[src/rtl/disk_bus_seq_if.sv]
// rtl/disk_bus_seq_if.sv - peripheral bus bundle driven by disk_bus_seq
// Purpose: groups the memory-mapped strobe/address/data signals and the
//          peripheral busy line shared between the sequencer and the bus.
// Signals:
//   mem_write   one-cycle write strobe (master -> slave)
//   mem_read    one-cycle read strobe (master -> slave)
//   addr        bus address (master -> slave)
//   wdata       write data (master -> slave)
//   rdata       read data, valid the cycle after mem_read (slave -> master)
//   periph_busy peripheral busy indication (slave -> master)
interface disk_bus_seq_if #(
   parameter int ADDR_W = 12,
   parameter int DATA_W = 32
);
   logic              mem_write;
   logic              mem_read;
   logic [ADDR_W-1:0] addr;
   logic [DATA_W-1:0] wdata;
   logic [DATA_W-1:0] rdata;
   logic              periph_busy;

   modport master (
      output mem_write, mem_read, addr, wdata,
      input  rdata, periph_busy
   );

   modport slave (
      input  mem_write, mem_read, addr, wdata,
      output rdata, periph_busy
   );
endinterface

[src/rtl/disk_bus_seq.sv]
// rtl/disk_bus_seq.sv - scripted memory-mapped bus driver launched by triggers
// Purpose: each debounced trigger runs its own segment of a script RAM made of
//          WR / RD (with expected-value check) / WAIT (busy poll) / END ops.
//          A sticky error flag records the first read mismatch or poll timeout.
// Ports:
//   clk, rst_n        clock, asynchronous active-low reset
//   trig              level trigger requests, lowest index wins
//   prog_we/addr/data script RAM write port, entry = {op, addr, data}
//   bus               master side of the peripheral bus (strobes, addr, data, busy)
//   running           high while a script is executing
//   done              one-cycle pulse when a script ends
//   last_rdata        last captured read data
//   err, err_idx      sticky error flag and script index of the failing entry
module disk_bus_seq #(
   parameter int ADDR_W   = 12,
   parameter int DATA_W   = 32,
   parameter int NUM_TRIG = 2,
   parameter int SEG_LOG2 = 3,
   parameter int HOLDOFF  = 100000000,
   parameter int TIMEOUT  = 65535
) (
   input  logic                                 clk,
   input  logic                                 rst_n,
   input  logic [NUM_TRIG-1:0]                  trig,
   input  logic                                 prog_we,
   input  logic [$clog2(NUM_TRIG)+SEG_LOG2-1:0] prog_addr,
   input  logic [2+ADDR_W+DATA_W-1:0]           prog_data,
   disk_bus_seq_if.master                       bus,
   output logic                                 running,
   output logic                                 done,
   output logic [DATA_W-1:0]                    last_rdata,
   output logic                                 err,
   output logic [$clog2(NUM_TRIG)+SEG_LOG2-1:0] err_idx
);
   localparam int IW    = $clog2(NUM_TRIG) + SEG_LOG2;
   localparam int PW    = 2 + ADDR_W + DATA_W;
   localparam int DEPTH = NUM_TRIG << SEG_LOG2;
   localparam int HW    = $clog2(HOLDOFF + 1);
   localparam int TW    = $clog2(TIMEOUT + 1);

   localparam logic [1:0] OP_WR   = 2'b00;
   localparam logic [1:0] OP_RD   = 2'b01;
   localparam logic [1:0] OP_WAIT = 2'b10;

   typedef enum logic [2:0] {S_IDLE, S_FETCH, S_EXEC, S_RDCHK, S_WAIT, S_DONE} state_t;

   state_t            state, state_nx;
   logic [PW-1:0]     ram [DEPTH];
   logic [PW-1:0]     entry;
   logic [IW-1:0]     pc, pc_nx;
   logic [HW-1:0]     ho_cnt;
   logic [TW-1:0]     wcnt, wcnt_nx;
   logic [ADDR_W-1:0] addr_q;
   logic [DATA_W-1:0] wdata_q;
   logic [1:0]        e_op;
   logic [ADDR_W-1:0] e_addr;
   logic [DATA_W-1:0] e_data;
   logic              acc, set_err, advance, seg_last, exec_wr, exec_rd;
   logic [IW-1:0]     acc_pc;

   assign e_op     = entry[PW-1 -: 2];
   assign e_addr   = entry[DATA_W +: ADDR_W];
   assign e_data   = entry[DATA_W-1:0];
   assign seg_last = &pc[SEG_LOG2-1:0];
   assign exec_wr  = (state == S_EXEC) && (e_op == OP_WR);
   assign exec_rd  = (state == S_EXEC) && (e_op == OP_RD);

   // Strobes and the current op's address come straight from state so an
   // asynchronous reset removes them in the same cycle.
   assign bus.mem_write = exec_wr;
   assign bus.mem_read  = exec_rd;
   assign bus.addr      = (exec_wr || exec_rd) ? e_addr : addr_q;
   assign bus.wdata     = exec_wr ? e_data : wdata_q;
   assign running       = (state != S_IDLE) && (state != S_DONE);
   assign done          = (state == S_DONE);

   // Scan from the top so the lowest asserted trigger is the one kept.
   always_comb begin
      acc    = 1'b0;
      acc_pc = '0;
      for (int i = NUM_TRIG - 1; i >= 0; i--) begin
         if (trig[i]) begin
            acc    = 1'b1;
            acc_pc = IW'(i) << SEG_LOG2;
         end
      end
      acc = acc && (state == S_IDLE) && (ho_cnt == HW'(HOLDOFF));
   end

   always_comb begin
      state_nx = state;
      pc_nx    = pc;
      wcnt_nx  = wcnt;
      set_err  = 1'b0;
      advance  = 1'b0;
      case (state)
         S_IDLE:  if (acc) begin
                     state_nx = S_FETCH;
                     pc_nx    = acc_pc;
                  end
         S_FETCH: state_nx = S_EXEC;
         S_EXEC:  case (e_op)
                     OP_WR:   advance  = 1'b1;
                     OP_RD:   state_nx = S_RDCHK;
                     OP_WAIT: begin
                        // The EXEC cycle is the first poll, so wcnt counts busy polls seen.
                        if (!bus.periph_busy) advance = 1'b1;
                        else if (TIMEOUT <= 1) set_err = 1'b1;
                        else begin
                           wcnt_nx  = TW'(1);
                           state_nx = S_WAIT;
                        end
                     end
                     default: state_nx = S_DONE;
                  endcase
         S_RDCHK: if (bus.rdata != e_data) set_err = 1'b1;
                  else advance = 1'b1;
         S_WAIT:  if (!bus.periph_busy) advance = 1'b1;
                  else if (wcnt == TW'(TIMEOUT - 1)) set_err = 1'b1;
                  else wcnt_nx = wcnt + TW'(1);
         S_DONE:  state_nx = S_IDLE;
         default: state_nx = S_IDLE;
      endcase
      if (set_err) state_nx = S_DONE;
      // A segment never wraps: completing its last entry ends the script.
      if (advance) begin
         if (seg_last) state_nx = S_DONE;
         else begin
            state_nx = S_FETCH;
            pc_nx    = pc + IW'(1);
         end
      end
   end

   always_ff @(posedge clk or negedge rst_n) begin
      if (!rst_n) begin
         state      <= S_IDLE;
         pc         <= '0;
         wcnt       <= '0;
         ho_cnt     <= '0;
         entry      <= '0;
         addr_q     <= '0;
         wdata_q    <= '0;
         last_rdata <= '0;
         err        <= 1'b0;
         err_idx    <= '0;
      end else begin
         state <= state_nx;
         pc    <= pc_nx;
         wcnt  <= wcnt_nx;
         if (acc) ho_cnt <= '0;
         else if (ho_cnt != HW'(HOLDOFF)) ho_cnt <= ho_cnt + HW'(1);
         if (acc) begin
            err     <= 1'b0;
            err_idx <= '0;
         end else if (set_err) begin
            err     <= 1'b1;
            err_idx <= pc;
         end
         if (state == S_FETCH) entry <= ram[pc];
         if (exec_wr || exec_rd) addr_q <= e_addr;
         if (exec_wr) wdata_q <= e_data;
         if (state == S_RDCHK) last_rdata <= bus.rdata;
      end
   end

   // Script RAM is not reset; writes are only taken while no script runs.
   always_ff @(posedge clk) begin
      if (prog_we && !running && (32'(prog_addr) < DEPTH)) ram[prog_addr] <= prog_data;
   end
endmodule
[src/flat_wrapper.sv]
// flat-port wrapper written by rule: the top's interface ports become plain ports
module disk_bus_seq_flat 
#(
   parameter int ADDR_W   = 12,
   parameter int DATA_W   = 32,
   parameter int NUM_TRIG = 2,
   parameter int SEG_LOG2 = 3,
   parameter int HOLDOFF  = 100000000,
   parameter int TIMEOUT  = 65535
)
  (clk, rst_n, trig, prog_we, prog_addr, prog_data, running, done, last_rdata, err, err_idx, bus_mem_write, bus_mem_read, bus_addr, bus_wdata, bus_rdata, bus_periph_busy);
  disk_bus_seq_if #(.ADDR_W(ADDR_W), .DATA_W(DATA_W)) bus_i ();
  input  logic clk;
  input  logic rst_n;
  input  logic [NUM_TRIG-1:0] trig;
  input  logic prog_we;
  input  logic [$clog2(NUM_TRIG)+SEG_LOG2-1:0] prog_addr;
  input  logic [2+ADDR_W+DATA_W-1:0] prog_data;
  output logic running;
  output logic done;
  output logic [DATA_W-1:0] last_rdata;
  output logic err;
  output logic [$clog2(NUM_TRIG)+SEG_LOG2-1:0] err_idx;
  output wire logic [$bits(bus_i.mem_write)-1:0] bus_mem_write;
  output wire logic [$bits(bus_i.mem_read)-1:0] bus_mem_read;
  output wire logic [$bits(bus_i.addr)-1:0] bus_addr;
  output wire logic [$bits(bus_i.wdata)-1:0] bus_wdata;
  input wire logic [$bits(bus_i.rdata)-1:0] bus_rdata;
  input wire logic [$bits(bus_i.periph_busy)-1:0] bus_periph_busy;
  assign bus_mem_write = bus_i.mem_write;
  assign bus_mem_read = bus_i.mem_read;
  assign bus_addr = bus_i.addr;
  assign bus_wdata = bus_i.wdata;
  assign bus_i.rdata = bus_rdata;
  assign bus_i.periph_busy = bus_periph_busy;
  disk_bus_seq #(.ADDR_W(ADDR_W), .DATA_W(DATA_W), .NUM_TRIG(NUM_TRIG), .SEG_LOG2(SEG_LOG2), .HOLDOFF(HOLDOFF), .TIMEOUT(TIMEOUT)) u_core (.clk(clk), .rst_n(rst_n), .trig(trig), .prog_we(prog_we), .prog_addr(prog_addr), .prog_data(prog_data), .bus(bus_i), .running(running), .done(done), .last_rdata(last_rdata), .err(err), .err_idx(err_idx));
endmodule
[config.mk]
export PLATFORM = sky130hd
export DESIGN_NAME = disk_bus_seq_flat
export DESIGN_NICKNAME = d
export VERILOG_FILES = /design/src/rtl/disk_bus_seq_if.sv /design/src/rtl/disk_bus_seq.sv /design/src/flat_wrapper.sv
export SDC_FILE = /design/constraint.sdc
export NUM_CORES = 1
export LEC_CHECK = 0
export CAP_MARGIN = 0
export CORE_MARGIN = 2
export CORE_UTILIZATION = 35
export CTS_BUF_LIST = sky130_fd_sc_hd__clkbuf_2 sky130_fd_sc_hd__clkbuf_4 sky130_fd_sc_hd__clkbuf_8
export CTS_CLUSTER_SIZE = 8
export DETAILED_ROUTE_END_ITERATION = 12
export GPL_TIMING_DRIVEN = 0
export HOLD_SLACK_MARGIN = 0.03
export PLACE_DENSITY = 0.59
export SYNTH_ARGS = -nofsm -noshare
export SYNTH_HDL_FRONTEND = slang
export SYNTH_SLANG_ARGS = --single-unit
[constraint.sdc]
create_clock -name clk -period 4.6 [get_ports clk]
set_input_delay 0.92 -clock clk [delete_from_list [all_inputs] [get_ports clk]]
set_output_delay 0.92 -clock clk [all_outputs]
set_load 0.02 [all_outputs]
==> results of run 1 <==
worst register-to-register path, cell delays in order (launching register included):
cell and delay [ns]:
sky130_fd_sc_hd__dfrtp_1 0.35, sky130_fd_sc_hd__buf_2 0.33, sky130_fd_sc_hd__clkbuf_1 0.57, sky130_fd_sc_hd__clkbuf_1 0.76
sky130_fd_sc_hd__mux4_2 0.44, sky130_fd_sc_hd__o221ai_1 0.62, sky130_fd_sc_hd__o21ai_0 0.15
synthesized netlist by cell type, types with 2 or more instances:
cell type / count / area, sq um
sky130_fd_sc_hd__or3_1: 2 / 12.51
sky130_fd_sc_hd__nand2_1: 118 / 442.9
sky130_fd_sc_hd__nand3_1: 30 / 150.1
sky130_fd_sc_hd__nor4_1: 6 / 37.54
sky130_fd_sc_hd__dfrtp_1: 177 / 4429
sky130_fd_sc_hd__o21a_1: 3 / 22.52
sky130_fd_sc_hd__buf_4: 3 / 22.52
sky130_fd_sc_hd__a21o_1: 2 / 15.01
sky130_fd_sc_hd__xor2_1: 5 / 43.79
sky130_fd_sc_hd__o221ai_1: 92 / 805.8
sky130_fd_sc_hd__inv_1: 11 / 41.29
sky130_fd_sc_hd__nor2b_1: 3 / 18.77
sky130_fd_sc_hd__edfxtp_1: 736 / 22100
sky130_fd_sc_hd__o21ai_0: 118 / 590.6
sky130_fd_sc_hd__or4_4: 2 / 22.52
sky130_fd_sc_hd__nand4_1: 13 / 81.33
sky130_fd_sc_hd__and2_1: 4 / 25.02
sky130_fd_sc_hd__ha_1: 6 / 75.07
sky130_fd_sc_hd__a211oi_1: 2 / 15.01
sky130_fd_sc_hd__buf_1: 6 / 22.52
sky130_fd_sc_hd__a21oi_1: 8 / 40.04
sky130_fd_sc_hd__o31ai_1: 7 / 52.55
sky130_fd_sc_hd__o211ai_1: 3 / 22.52
sky130_fd_sc_hd__buf_2: 32 / 160.2
sky130_fd_sc_hd__nor3_1: 11 / 55.05
sky130_fd_sc_hd__a31oi_1: 5 / 31.28
sky130_fd_sc_hd__mux4_2: 138 / 3108
sky130_fd_sc_hd__xnor2_1: 48 / 420.4
sky130_fd_sc_hd__and3_2: 2 / 15.01
sky130_fd_sc_hd__and3_1: 13 / 81.33
sky130_fd_sc_hd__buf_6: 4 / 45.04
sky130_fd_sc_hd__nor2_1: 37 / 138.9
sky130_fd_sc_hd__nand2b_1: 12 / 75.07
sky130_fd_sc_hd__nand3b_1: 4 / 30.03
sky130_fd_sc_hd__mux2_2: 78 / 878.3
sky130_fd_sc_hd__mux2i_1: 96 / 960.9
sky130_fd_sc_hd__clkbuf_1: 55 / 206.5
report_power, final:
group	internal [mW]	leakage, nW	switching (mW)
Combinational	3.16	4.19	4.58
Clock	3.55	1.44	3.04
Sequential	9.70	8.81	0.389
layer usage:
metal / track usage, % / vias to the layer above / share of wire [%]
met5: 0 / - / 0.15
met4: 7.362 / 24 / 3.1
met3: 5.362 / 189 / 7.7
met2: 30.66 / 677 / 50
met1: 21.74 / 10026 / 39
li1: - / 8402 / -
cell type report:
type	count	area share, %
Sequential cell	913	61.99
Multi-Input combinational cell	886	20.07
Timing Repair Buffer	215	6.456
Clock buffer	212	6.029
Tap cell	1357	3.967
Buffer	100	1.067
Clock inverter	25	0.2836
Inverter	11	0.09648
Antenna cell	6	0.03508
cells in the final DEF, fill, tap and decap left out, types with 5 or more instances in the layout:
master / instances
sky130_fd_sc_hd__a21oi_1: 8
sky130_fd_sc_hd__nand2_1: 118
sky130_fd_sc_hd__mux2i_1: 96
sky130_fd_sc_hd__clkdlybuf4s50_1: 171
sky130_fd_sc_hd__nand3_1: 30
sky130_fd_sc_hd__nor3_1: 6
sky130_fd_sc_hd__o21ai_0: 118
sky130_fd_sc_hd__buf_2: 32
sky130_fd_sc_hd__nand4_1: 13
sky130_fd_sc_hd__buf_1: 6
sky130_fd_sc_hd__clkbuf_4: 54
sky130_fd_sc_hd__edfxtp_1: 736
sky130_fd_sc_hd__buf_8: 5
sky130_fd_sc_hd__nor2_4: 12
sky130_fd_sc_hd__ha_1: 6
sky130_fd_sc_hd__mux2_2: 78
sky130_fd_sc_hd__o221ai_1: 92
sky130_fd_sc_hd__buf_16: 26
sky130_fd_sc_hd__diode_2: 6
sky130_fd_sc_hd__inv_1: 11
sky130_fd_sc_hd__and3_1: 13
sky130_fd_sc_hd__xnor2_1: 48
sky130_fd_sc_hd__a31oi_1: 5
sky130_fd_sc_hd__xor2_1: 5
sky130_fd_sc_hd__nand2b_1: 12
sky130_fd_sc_hd__nor2_1: 25
sky130_fd_sc_hd__clkinv_2: 6
sky130_fd_sc_hd__clkinv_1: 14
sky130_fd_sc_hd__clkbuf_1: 55
sky130_fd_sc_hd__buf_12: 13
sky130_fd_sc_hd__o31ai_1: 7
sky130_fd_sc_hd__nor4_1: 6
sky130_fd_sc_hd__mux4_2: 138
sky130_fd_sc_hd__clkbuf_8: 158
sky130_fd_sc_hd__dfrtp_1: 177
worst max path at each step:
| stage | slack [ns] | cells after the start | start | endpoint |
|---|---|---|---|---|
| after floorplan | 0.81 | 3 | prog_we | u_core.ram[1][0] |
| after global placement | -4.62 | 1 | rst_n | u_core.addr_q[3] |
| after detailed placement | 0.50 | 7 | bus_rdata[9] | u_core.pc[3] |
| after CTS | 0.14 | 6 | u_core.state[2] | bus_wdata[5] |
| after global routing | 0.1 | 6 | u_core.state[2] | bus_wdata[5] |
| final | 0.25 | 6 | u_core.state[2] | bus_wdata[5] |
through the flow:
stage,setup slack (ns),total power [mW],hold slack (ns),TNS (ns),instance area (sq um)
finish,0.2475,24.42,0.08830,0,42790
global route,0.09563,25.50,0.08025,0,42790
CTS,0.1422,24.66,0.03559,0,42780
detailed placement,0.5018,18.06,0.4769,0,40060
global placement,-4.624,17.89,0.4649,-2457.29,38910
floorplan,0.8097,14.68,0.4444,0,35490
cell families after synthesis:
kind of cell    after synthesis  share of synthesized area (%)
mux                         312                          13.95
fa+ha+maj                     6                         0.2116
buf+inv                     111                          1.404
simple gates                271                          3.722
compound gates              244                          4.607
flops                       913                          74.80
xor+xnor                     53                          1.309
state kept, by name, indices dropped and copies added (netlist names):
name and flops:
u_core.entry 46, u_core.ho_cnt 27, u_core.wdata_q 32, u_core.err 1, u_core.addr_q 12, u_core.state 3, u_core.last_rdata 32, u_core.ram 736
u_core.err_idx 4, u_core.wcnt 16, u_core.pc 4
==> impl_metrics.toml, run 1 <==
[status]
status = "complete, no violations"

[setup_path]
critPathKind = "flop to primary output"
r2r_cell_count = 6
crit_path_top_delay_cell = "sky130_fd_sc_hd__clkdlybuf4s50_1"
critical_path_required_ns = 3.68
timing.critical_path.fanout_max = 10
worst_path_largest_cell_delay_ns = 0.62
setup.worst_path.start_class = "flop"
timing.critical_path.buf_inv = 3
cell_family_contributing_the_most_delay_on_the_critical_path = "buffers and inverters"
r2r-end = "u_core.entry[15]"
reg2reg_from = "u_core.pc[1]"
cp_endpoint_kind = "primary output"
reg2reg_slack_ns = 1.23
crit_arrival_ns = 3.43
path_cells = "buf_6 -> nand2b_1 -> nor4_4 -> buf_2 -> mux2_2 -> clkdlybuf4s50_1"

[timing]
worstMarginPinSlew_ns = 1.164
finalCriticalPeriod_ns = 4.353
layout_worst_path_cycle_share_pct = 94.62
timing.final.max_slew_violations = 0
timing.fmax_mhz = 229.8
relSlewSlack_pct = 21.71
rsz0062_at_grt = "no"
fin_skew_ns = 0.02558
report.final.hold_viol_count = 0
timing.final.setup_violations = 0

[routing]
avgRoutedWirePerCell_um = 25.11
drtAntennaViolNets = 0
drtPass1Iterations = 5
wirelength_um = 93520
viasPerCell = 5.186
via_count = 19318
initialDrtViolationCount = 1619
route.detailed.drc = 0

[clock_tree]
clock_latency_ns = 0.79
tritoncts_num_sinks = 913
cts_buffers = 144
ctsHoldBuffers = 0
clock_path_buffers = 3
cts_resized = 2
clkSlewWorstSetupHoldPaths_ns = 0.06
cts_post_setup_buffers_inserted = 0
clk_root_buffer_cell = "sky130_fd_sc_hd__clkbuf_8"
cts_tree = "built"
count_of_h_tree_levels_built_during_cts = 4

[global_route]
first_global_vias = 20504
largest_net_degree_at_the_start_of_global_routing = 114
antenna_found_initial = 22
grt_util_all_layers_pct = 18.15
grt_pass1_wl_um = 135900
globalRouteOverflowTotal = 0

[cells_and_area]
post_route_cells_drive_above_1_share_pct = 23.29
num-nets-final = 2365
final_core_utilization_pct = 42.67
multiInputGateArea_sq_mm = 0.008589
area_delta_synth_final_pct = 20.65
finalNonFillerCells = 3725
filler_cell_count = 8741
ff_latch_area_sq_mm = 0.02653

[synthesis]
postSynth.topFlopCell = "sky130_fd_sc_hd__edfxtp_1"
netlist-cell-type-count = 55
ys_seq_area_share_pct = 74.80
netlist_area_sq_mm = 0.03547
post_synth_inst_count = 1910
postSynthAreaPerCell_sq_um = 18.57
synth_nets = 2004
yosys_warnings = 0
total_of_flip_flops_plus_latches_after_synthesis = 913
number_of_synthesized_flops_with_an_enable_pin = 736
share_of_synthesized_registers_carrying_an_async_set_or_reset_pct = 19.39

[floorplanning]
floorplan.io_pins = 173
die_y_um = 322.3
dieArea_sq_mm = 0.1039
rows = 116
initial_utilization_pct = 35.37
core-area_sq_mm = 0.1003
dieWidth_um = 322.3

[pwr]
power.ir.vdd_worst_mv = 0.2778
power-per-cell-area_mw_per_mm2 = 570.6
p_leak_nw = 14.43

[placement]
replace_congestion = 0.7986
dp_cells = 3482
port_buffers = 172
detail_placement_hpwl_um = 62600

[run]
maxCapViolations = 0

[min_path]
hold_class = "primary input to asynchronous set/reset pin"
Power figures use the tool's default switching activity.
==> run 2, diff against run 1 <==
--- a/config.mk
+++ b/config.mk
@@ -5,7 +5,6 @@
 export SDC_FILE = /design/constraint.sdc
 export NUM_CORES = 1
 export LEC_CHECK = 0
-export CAP_MARGIN = 0
 export CORE_MARGIN = 2
 export CORE_UTILIZATION = 35
 export CTS_BUF_LIST = sky130_fd_sc_hd__clkbuf_2 sky130_fd_sc_hd__clkbuf_4 sky130_fd_sc_hd__clkbuf_8
==> results of run 2 <==
The final DEF is identical to that of run 1; final timing and power are the same.
==> RTL change 1 (config.mk and constraints of run 1) <==
`ADDR_W` is set to 12 in 3 places; all go to 14.
--- a/src/rtl/disk_bus_seq_if.sv
+++ b/src/rtl/disk_bus_seq_if.sv
@@ -10,5 +10,5 @@
 //   periph_busy peripheral busy indication (slave -> master)
 interface disk_bus_seq_if #(
-   parameter int ADDR_W = 12,
+   parameter int ADDR_W = 14,
    parameter int DATA_W = 32
 );
--- a/src/rtl/disk_bus_seq.sv
+++ b/src/rtl/disk_bus_seq.sv
@@ -13,5 +13,5 @@
 //   err, err_idx      sticky error flag and script index of the failing entry
 module disk_bus_seq #(
-   parameter int ADDR_W   = 12,
+   parameter int ADDR_W   = 14,
    parameter int DATA_W   = 32,
    parameter int NUM_TRIG = 2,
--- a/src/flat_wrapper.sv
+++ b/src/flat_wrapper.sv
@@ -2,5 +2,5 @@
 module disk_bus_seq_flat 
 #(
-   parameter int ADDR_W   = 12,
+   parameter int ADDR_W   = 14,
    parameter int DATA_W   = 32,
    parameter int NUM_TRIG = 2,
Ports: changed (resized bus_addr and prog_data); port bits go from 173 to 177. The function was not compared with the original's and may differ.
==> RTL change 1 against run 1 <==
Sequential share of layout area increased by 0.35 points. Critical path depth is the same. Area after synthesis up 3.4%. Fmax fell by 0.52%. Routed wire length is 2.9% higher. Worst setup slack worse by 23 ps. Sequential power is 4% higher. Final area up 3.4%. Critical path type unchanged. Total power rose by 5.5%. Count of clock-buffer cells in the layout is 15 higher. Sequential cell count increased by 36.
==> RTL change 1: results (changes against run 1) <==
{| class="wikitable"
! Metric !! Value
|-
| Peak supply drop || 0.327 mV (+18%)
|-
| Sequential cells || 949 (+3.9%)
|-
| Clock buffers created by TritonCTS || 151 (+4.9%)
|-
| Met2 track utilization from global routing || 29.8% (-0.90 points)
|-
| Weighted congestion at the end of routability-driven global placement || 0.781 (-2.2%)
|-
| Final instance count without filler cells || 3820 (+2.6%)
|-
| Number of nets in the finished design || 2430 (+2.7%)
|-
| Cell Rows || 118 (+1.7%)
|-
| Outcome || completed
|-
| Initial drt markers || 1839 (+14%)
|-
| Post-detailed-route via-to-cell ratio || 5.21 (+0.53%)
|-
| Post-route standard cell area excluding fillers || 44300 sq um (+3.4%)
|-
| Share of cell area taken by multi-input logic gates || 19.8% (-0.27 points)
|-
| Area contributors post-synth || sky130_fd_sc_hd__edfxtp_1, sky130_fd_sc_hd__dfrtp_1, sky130_fd_sc_hd__mux4_2
|-
| N_diodes || 5 (-1)
|-
| Sum of routed wire segments on met1 || 38200 microns (+4.6%)
|-
| Clock tree cell share of total cell area || 6.58% (+0.27 points)
|-
| Number of enable-type register cells in the synthesized netlist || 768 (+4.3%)
|-
| Largest net degree at the start of global routing || 100 (-12%)
|-
| Leakage || 15.1 nW (+4.3%)
|-
| Met3 GRT Util || 5.75% (+0.39 points)
|-
| Post-DP HPWL || 64700 microns (+3.3%)
|-
| Top cells by instance count after synthesis || sky130_fd_sc_hd__edfxtp_1, sky130_fd_sc_hd__dfrtp_1, sky130_fd_sc_hd__mux4_2, sky130_fd_sc_hd__nand2_1, sky130_fd_sc_hd__mux2i_1
|-
| Non-clk buf share || 7.23% (-0.29 points)
|-
| Register area share after synthesis || 75.3% (+0.46 points)
|-
| Arrival time at the worst endpoint || 3460 ps (+30 ps)
|-
| Met2 routed wirelength || 47300 microns (+1.0%)
|-
| Post-Synthesis Mean Instance Area || 18.7 sq um (+0.72%)
|-
| Critical register-to-register path startpoint || u_core.pc[0]
|-
| Global Route Usage Sum || 18.0% (-0.19 points)
|-
| Setup slack after placement || 330 ps (-172 ps)
|-
| Number of ordinary inverters in the final layout || 13 (+2)
|-
| Largest registers in the final layout || u_core.ram x768, u_core.entry x48
|-
| Sum of met3 wire segment lengths after detailed routing || 8080 microns (+12%)
|-
| Clock Skew || 29.3 ps (+3.69 ps)
|-
| Buffers outside the clock class || 321 (+1.9%)
|-
| End of the worst register-to-register path || u_core.entry[26]
|}
==> RTL change 1: changes by cell type in the layout (fill, tap and decap cells not counted), sizes merged, moves of 6 or more <==
cell	before	now
and3	15	7
edfxtp	736	768
nand2	118	131
xnor2	48	40
nor2	37	47
mux2i	96	105
o21ai	120	111
o31ai	7	1
clkbuf	267	288
mux4	138	144
xor2	5	19
==> RTL change 1: cells by family after synthesis <==
family	count (synthesis)	synth area share, %
buffers and inverters	113	1.25
flip-flops	949	75.3
adder cells (fa/ha/maj)	6	0.205
AND/OR/NAND/NOR	282	3.61
multiplexers	328	14.1
AO/OA/AOI/OAI	223	4.12
XOR/XNOR	59	1.41
==> RTL change 1: where the power goes <==
| part | leakage, nW | internal [mW] | switching [mW] |
|---|---|---|---|
| clock | 1.54 | 3.83 | 3.19 |
| sequential | 9.14 | 10.1 | 0.447 |
| combinational | 4.37 | 3.36 | 4.87 |
==> RTL change 2 (flow settings as in run 1) <==
Without the edit above. Reset style: synchronous (`rst_n`), changed in one clocked block. Comments in the files are not updated.
--- a/src/rtl/disk_bus_seq.sv
+++ b/src/rtl/disk_bus_seq.sv
@@ -133,5 +133,5 @@
    end
 
-   always_ff @(posedge clk or negedge rst_n) begin
+   always_ff @(posedge clk) begin
       if (!rst_n) begin
          state      <= S_IDLE;
Behaviour: same outputs for any inputs over 10 cycles, from zero or initial values and one cycle with rst_n low; that may be too few to reach the edited logic, so the function may still have changed.
==> RTL change 2 against run 1 <==
Utilization up 0.15 points. Area after synthesis down 0.60%. Worst hold slack better by 350 ps. Routed wire length up 0.13%. Sequential cell count unchanged. Synthesized cell count down 0.89%. Largest cell class unchanged. Final area about the same. Via count down 2.0%. Worst setup slack better by 99 ps. Sequential share of layout area down 2.1 points.
Power is not compared: it rests on default switching activity, and its combinational part moved more than twofold at a synthesized area within 25%.
==> RTL change 2: results (changes against run 1) <==
{| class="wikitable"
! Metric !! Value
|-
| Outcome || completed
|-
| Met2 routed wirelength || 45600 microns (-2.7%)
|-
| Post-DP HPWL || 63300 microns (+1.1%)
|-
| Class of the worst hold path || in -> reg
|-
| Register area share after synthesis || 72.7% (-2.1 points)
|-
| Number of nets in the finished design || 2353 (-0.51%)
|-
| Arrival time at the worst endpoint || 3330 ps (-100 ps)
|-
| Final instance count without filler cells || 3680 (-1.2%)
|-
| Weighted congestion at the end of routability-driven global placement || 0.801 (+0.25%)
|-
| Sum of met3 wire segment lengths after detailed routing || 6650 microns (-7.6%)
|-
| Number of antenna violations at the first check in global routing || 9 (-59%)
|-
| Initial drt markers || 1837 (+13%)
|-
| Sum of routed wire length over all layers || 93600 microns (+0.13%)
|-
| Area share of xor/xnor cells in the synthesized design || 1.79% (+0.48 points)
|-
| Met3 GRT Util || 4.48% (-0.88 points)
|-
| Count of placed standard cells including taps || 3402 (-2.3%)
|-
| Global routing usage on met1 || 24.2% (+2.5 points)
|-
| Setup slack after placement || 581 ps (+79.1 ps)
|-
| Arithmetic-cell share of the synthesized area counting full adders, half adders and majority gates || 0.213% (+0.0013 points)
|-
| Post-Synthesis Mean Instance Area || 18.6 sq um (+0.30%)
|-
| Global Route Usage Sum || 18.2% (+0.071 points)
|-
| Actual transition at the worst max-transition pin || 1280 ps (+121 ps)
|-
| Clock buffers created by TritonCTS || 152 (+5.6%)
|-
| Met2 track utilization from global routing || 29.8% (-0.91 points)
|-
| Net count of the mapped netlist || 1987 (-0.85%)
|-
| Area contributors post-synth || sky130_fd_sc_hd__edfxtp_1, sky130_fd_sc_hd__mux4_2, sky130_fd_sc_hd__dfxtp_1
|-
| Share of flip-flops with an asynchronous set or reset || 0% (-19 points)
|-
| Share of final-layout standard cells stronger than drive strength 1 || 27.7% (+4.4 points)
|-
| Top cells by instance count after synthesis || sky130_fd_sc_hd__edfxtp_1, sky130_fd_sc_hd__mux4_2, sky130_fd_sc_hd__nand2_1, sky130_fd_sc_hd__dfxtp_1, sky130_fd_sc_hd__a21oi_1
|-
| Buffers added on ports || 171 (-0.58%)
|-
| Register-to-register setup slack || 1380 ps (+150 ps)
|-
| Vias in the first global route || 19700 (-3.9%)
|-
| Largest net degree at the start of global routing || 23 (-80%)
|-
| Slowest Stage Delay on Critical Path || 590 ps (-30 ps)
|}
[RTL change 2: power breakdown]
group	internal, mW	switching (mW)
Combinational	0.465	0.626
Sequential	9.07	0.0711
Clock	4.04	3.19
[RTL change 2: final cells by class]
type                    instances  area, sq um
diodes                          2         5.00
plain buffers                  97          524
clock buffers                 239         2880
clock inverters                36          243
fillers                      8622        57200
inverters                      13         48.8
multi-input cells             870         9180
flip-flops and latches        913        25600
well taps                    1298         1620
repair buffers                212         2680
[RTL change 2: worst paths after layout]
check	to	start	cells after the start
worst max-delay path	bus_wdata[2]	u_core.state[1]	8
worst min-delay path	u_core.pc[0]	rst_n	3
worst min register to register	u_core.last_rdata[25]	u_core.last_rdata[25]	2
worst max register to register	u_core.entry[7]	u_core.pc[1]	7
[RTL change 2: what timing repair did]
item,in CTS,in global routing
buffers inserted,1,0
endpoints found under the hold margin,0,0
endpoints found under the setup margin,29,0
